===== src/rtl/adsr_env_ctrl.sv =====
// adsr_env_ctrl: gate-driven ADSR envelope sequencer producing a Q1.6 gain code.
// Define ADSR_ENV_LEGATO_EN to ignore note_on while a note is still held.
module adsr_env_ctrl #(
  parameter int STEP_LEN_W       = 16,
  parameter int DEFAULT_STEP_LEN = 480
) (
  input  logic                  clk,
  input  logic                  reset,
  input  logic                  in_ready,
  input  logic                  note_on,
  input  logic                  note_off,
  input  logic [STEP_LEN_W-1:0] cfg_step_len,
  output logic [2:0]            env_state,
  output logic [3:0]            env_step,
  output logic [6:0]            gain,
  output logic                  busy,
  output logic                  done
);

  localparam logic [2:0] S_IDLE = 3'd0;
  localparam logic [2:0] S_ATK  = 3'd1;
  localparam logic [2:0] S_DEC  = 3'd2;
  localparam logic [2:0] S_SUS  = 3'd3;
  localparam logic [2:0] S_REL  = 3'd4;

  localparam logic [3:0] LAST_STEP = 4'd9;
  localparam logic [STEP_LEN_W-1:0] DEF_LEN =
    STEP_LEN_W'(DEFAULT_STEP_LEN);
  localparam logic [STEP_LEN_W-1:0] ONE =
    STEP_LEN_W'(1);

  logic [2:0]            state_q, state_d;
  logic [3:0]            step_q, step_d;
  logic [STEP_LEN_W-1:0] cnt_q, cnt_d;
  logic [STEP_LEN_W-1:0] len_q, len_d;
  logic [6:0]            gain_q, gain_d;
  logic                  done_q, done_d;

  logic legal;
  logic in_note;
  logic timed;
  logic on_acc;
  logic off_acc;
  logic step_end;

  function automatic logic [6:0] gain_lut(
    input logic [2:0] st,
    input logic [3:0] sp
  );
    logic [6:0] g;
    g = 7'd0;
    case (st)
      S_ATK: begin
        case (sp)
          4'd0:    g = 7'd6;
          4'd1:    g = 7'd13;
          4'd2:    g = 7'd19;
          4'd3:    g = 7'd26;
          4'd4:    g = 7'd32;
          4'd5:    g = 7'd38;
          4'd6:    g = 7'd45;
          4'd7:    g = 7'd51;
          4'd8:    g = 7'd58;
          default: g = 7'd64;
        endcase
      end
      S_DEC: begin
        case (sp)
          4'd0:    g = 7'd60;
          4'd1:    g = 7'd56;
          4'd2:    g = 7'd52;
          4'd3:    g = 7'd48;
          4'd4:    g = 7'd45;
          4'd5:    g = 7'd42;
          4'd6:    g = 7'd40;
          4'd7:    g = 7'd37;
          4'd8:    g = 7'd34;
          default: g = 7'd32;
        endcase
      end
      S_SUS: g = 7'd32;
      S_REL: begin
        case (sp)
          4'd0:    g = 7'd32;
          4'd1:    g = 7'd28;
          4'd2:    g = 7'd26;
          4'd3:    g = 7'd22;
          4'd4:    g = 7'd20;
          4'd5:    g = 7'd16;
          4'd6:    g = 7'd13;
          4'd7:    g = 7'd10;
          4'd8:    g = 7'd6;
          default: g = 7'd4;
        endcase
      end
      default: g = 7'd0;
    endcase
    return g;
  endfunction

  assign legal   = (state_q <= S_REL);
  assign in_note = (state_q == S_ATK) ||
                   (state_q == S_DEC) ||
                   (state_q == S_SUS);
  assign timed   = (state_q == S_ATK) ||
                   (state_q == S_DEC) ||
                   (state_q == S_REL);

`ifdef ADSR_ENV_LEGATO_EN
  assign on_acc = note_on && !in_note;
`else
  assign on_acc = note_on;
`endif

  assign off_acc  = note_off && in_note;
  assign step_end = (cnt_q == len_q - ONE);

  always_comb begin
    state_d = state_q;
    step_d  = step_q;
    cnt_d   = cnt_q;
    len_d   = len_q;
    done_d  = 1'b0;
    if (!legal) begin
      state_d = S_IDLE;
      step_d  = 4'd0;
      cnt_d   = '0;
    end else if (on_acc) begin
      state_d = S_ATK;
      step_d  = 4'd0;
      cnt_d   = '0;
      len_d   = (cfg_step_len == '0) ? DEF_LEN : cfg_step_len;
    end else if (off_acc) begin
      state_d = S_REL;
      step_d  = 4'd0;
      cnt_d   = '0;
    end else if (in_ready && timed) begin
      if (step_end) begin
        cnt_d = '0;
        if (step_q == LAST_STEP) begin
          step_d = 4'd0;
          case (state_q)
            S_ATK:   state_d = S_DEC;
            S_DEC:   state_d = S_SUS;
            default: begin
              state_d = S_IDLE;
              done_d  = 1'b1;
            end
          endcase
        end else begin
          step_d = step_q + 4'd1;
        end
      end else begin
        cnt_d = cnt_q + ONE;
      end
    end
    // Gain follows next state so it never lags env_state/env_step.
    gain_d = gain_lut(state_d, step_d);
  end

  always_ff @(posedge clk or negedge reset) begin
    if (!reset) begin
      state_q <= S_IDLE;
      step_q  <= 4'd0;
      cnt_q   <= '0;
      len_q   <= DEF_LEN;
      gain_q  <= 7'd0;
      done_q  <= 1'b0;
    end else begin
      state_q <= state_d;
      step_q  <= step_d;
      cnt_q   <= cnt_d;
      len_q   <= len_d;
      gain_q  <= gain_d;
      done_q  <= done_d;
    end
  end

  assign env_state = state_q;
  assign env_step  = step_q;
  assign gain      = gain_q;
  assign busy      = (state_q != S_IDLE);
  assign done      = done_q;

endmodule

===== config.mk =====
export PLATFORM = sky130hd
export DESIGN_NAME = adsr_env_ctrl
export DESIGN_NICKNAME = d
export VERILOG_FILES = /design/src/rtl/adsr_env_ctrl.sv
export SDC_FILE = /design/constraint.sdc
export NUM_CORES = 1
export LEC_CHECK = 0
export ABC_AREA = 1
export CORE_ASPECT_RATIO = 1.75
export CORE_MARGIN = 3
export CORE_UTILIZATION = 63
export CTS_CLUSTER_DIAMETER = 150
export DETAILED_ROUTE_END_ITERATION = 10
export PLACE_DENSITY = 0.91
export SLEW_MARGIN = 20
export SYNTH_ARGS = -nofsm -noshare
export SYNTH_HDL_FRONTEND = slang
export SYNTH_SLANG_ARGS = --single-unit

===== constraint.sdc =====
create_clock -name clk -period 4.8 [get_ports clk]
set_input_delay 1.2 -clock clk [delete_from_list [all_inputs] [get_ports clk]]
set_output_delay 1.2 -clock clk [all_outputs]
set_load 0.02 [all_outputs]

==> run metrics <==
TritonCTS Buffers 5; Hold Path Class reg -> reg; f_max 0.279 GHz; critical path's most frequent cell nor2_1; DP Wirelength 7550 microns; # setup viols final 0; mapped cell area 0.00374 sq mm; NumNets Final 574; Vias per Instance 5.72; RSZ-0062 raised after global routing no; first-pass GRT wire length 16200 microns; XOR/XNOR Fraction of Synth Area 5.39%; PortBufs 36; max-slew violations 0; Fin Setup TNS 0 ns; Slowest-stage cell, CP clkdlybuf4s50_1; ANT cells 0; Synth area leader dfrtp_1; worst slew pin tran 0.625 ns; IO Pins 37; GR Util All Layers 29.9%; CP Max Fanout 8; setup bufs post-CTS 0; post-synthesis cell count 505; largest net degree at the start of global routing 48; status finished, final reports clean; # clock sinks 47; vias in the first global route 3670; Setup Skew 0.00503 ns; Area Growth Syn to Fin 15.2%; initial DRC count 261; detailed-route wire length 9690 microns; Worst VDD drop 0.289 mV; Cell Rows 36; post-synthesis sequential area ratio 31.6%; Critical Path AT 3.83 ns; Yosys top cell area share 28.8%; via count of the routed design 3550; Synth cell types 45; CTS tree built; Initial Util 65.8%; Max-Cap Viols 0; leakage 2.12 nW; pre-CTS setup slack 0.973 ns; top cells by area, synth dfrtp_1 (29%), nand2_1 (12%), nand3_1 (7.4%); Die Height 108 microns; fin crit share 74.6%; syn_area_per_cell 7.40 sq um; share of layout cells above drive strength 1 16.5%; gr ovfl total 0; post-synthesis mux area share 3.01%; hold_buf cts 0; post-synthesis simple-gate area fraction 45.2%; critical path startpoint category primary input; drt wl/cell 15.6 microns; Pre-Repair DR Iteration Count 6; critical path class in -> reg; initial antenna violation count 0; CTS HTree Levels 2; post-cts sizing count 0; die area 0.00693 sq mm; synthesized net count 535; count of warnings emitted by yosys 0; Die W 64.2 microns; GP Congestion 0.958; Largest stage delay, worst path 0.45 ns; commonest non-fill, non-tap cell in the layout nand2_1; main combinational cell family by area after synthesis simple AND/OR/NAND/NOR gates; worst hold slack 0.540 ns; Final WS setup 1.22 ns; adder-cell area share of the yosys netlist 3.01%; Tmin final 3.58 ns; residual DRC count 0; P per Cell Area 359 mW/mm^2; final hold violation count 0; Clk pin slew, worst setup/hold paths 0.09 ns; Synth Area in Compound Gates 4.96%; Core Region 0.00568 sq mm; Antenna Nets Post-Route 0; root buffer cell clkbuf_8; clk_lat worst skew 0.32 ns; #FFs+latches synth 47; CP Data Required Time 5.05 ns; commonest non-fill, non-tap cells in the layout nand2_1 (123), nor2_1 (57), nand3_1 (55); clk buf depth 2; relative slew slack 58.1%; critical path, cell by cell clkdlybuf4s50_1 -> nor2_1 -> inv_1 -> nor2_1 -> inv_1 -> nor2_1 -> nand3_1 -> nand2_1 -> inv_1 -> ha_1 -> inv_1 -> nor2_1 -> nor2_1 -> nand2_1 -> nand3_1; Critical Path Sink Type flip-flop
==> worst paths after layout <==
path	slack (ns)	endpoint	start	cells past startpoint
worst max-delay path	1.22	gain[2]$_DFF_PN0_	note_on	15
worst min-delay path	0.54	len_q[15]$_DFFE_PN0P_	len_q[15]$_DFFE_PN0P_	1
worst max register to register	1.60	gain[2]$_DFF_PN0_	len_q[0]$_DFFE_PN0P_	21
worst min register to register	0.54	len_q[15]$_DFFE_PN0P_	len_q[15]$_DFFE_PN0P_	1
max in group asynchronous	3.50	len_q[13]$_DFFE_PN0P_	reset	1
min in group asynchronous	0.89	len_q[3]$_DFFE_PN0P_	reset	1
==> synth_stat cells <==
master and instances:
o21ai_1 2, inv_2 5, dfrtp_1 43, a21oi_2 1
nor2_4 6, inv_1 52, a22oi_1 4, and3_1 1
buf_6 1, o21ai_0 9, o21bai_1 1, nand2_1 123
clkinv_2 1, nor3_1 6, nand2_2 17, nand2_4 5
nor4_1 5, a21oi_4 1, ha_1 9, xnor2_1 7
inv_4 1, clkbuf_1 3, a211oi_1 2, nor3b_1 2
buf_2 1, nor2_2 15, nor2_1 57, nand3_2 5
nand3b_1 3, nand3b_4 1, nand3_1 55, o22ai_1 1
nor2_8 3, dfstp_2 4, a31oi_1 1, a32o_1 1
nand4_4 2, and2_1 1, xor2_1 16, nand4_1 13
mux2_2 10, nand2_8 1, nand4_2 1, nand3_4 1
a21oi_1 6
==> through the flow <==
step	area [sq um]	utilization [%]	total power [mW]	std cells
2_1_floorplan	3740	-	0.993	505
3_3_place_gp	4170	73.5	1.17	613
3_5_place_dp	4170	73.5	1.19	613
4_1_cts	4300	75.8	1.54	621
5_1_grt	4310	75.9	1.64	621
6_report	4310	75.9	1.55	621
==> cells by family after synthesis <==
| logic type | after synthesis |
|---|---|
| xor+xnor | 23 |
| fa+ha+maj | 9 |
| compound gates | 29 |
| buf+inv | 64 |
| flops | 47 |
| mux | 10 |
| simple gates | 323 |
==> sequential cells by signal, summed over array words and instances, names as in the netlist <==
signal,flops
env_state,3
gain,7
env_step,4
done,1
cnt_q,16
len_q,16
==> power breakdown <==
group          internal (mW)  switching, mW  total, mW
Sequential             0.462         0.0717      0.534
Combinational          0.231          0.427      0.659
Clock                  0.208          0.146      0.354
==> layer usage <==
layer	track usage, %	vias to the layer above	wire, microns	share of wire [%]
met1	30.0	1669	3490	36
met3	4.49	44	323	3.3
met5	0	-	0	0
met2	55.7	118	5300	55
li1	-	1719	-	-
met4	19.5	0	585	6.0
==> worst max-delay path: cells and delay by family <==
| kind | cells | cell delay, ns |
|---|---|---|
| adder cells (fa/ha/maj) | 1 | 0.32 |
| buffers and inverters | 5 | 0.88 |
| AND/OR/NAND/NOR | 9 | 1.44 |
==> cell type report <==
type / instances / area (sq um)
multi-input cells: 394 / 2310
fillers: 452 / 1370
flip-flops and latches: 47 / 1180
repair buffers: 37 / 365
inverters: 59 / 225
well taps: 76 / 95.1
clock buffers: 6 / 72.6
clock inverters: 2 / 60.1
No activity file was read; power rests on OpenSTA's default activity.
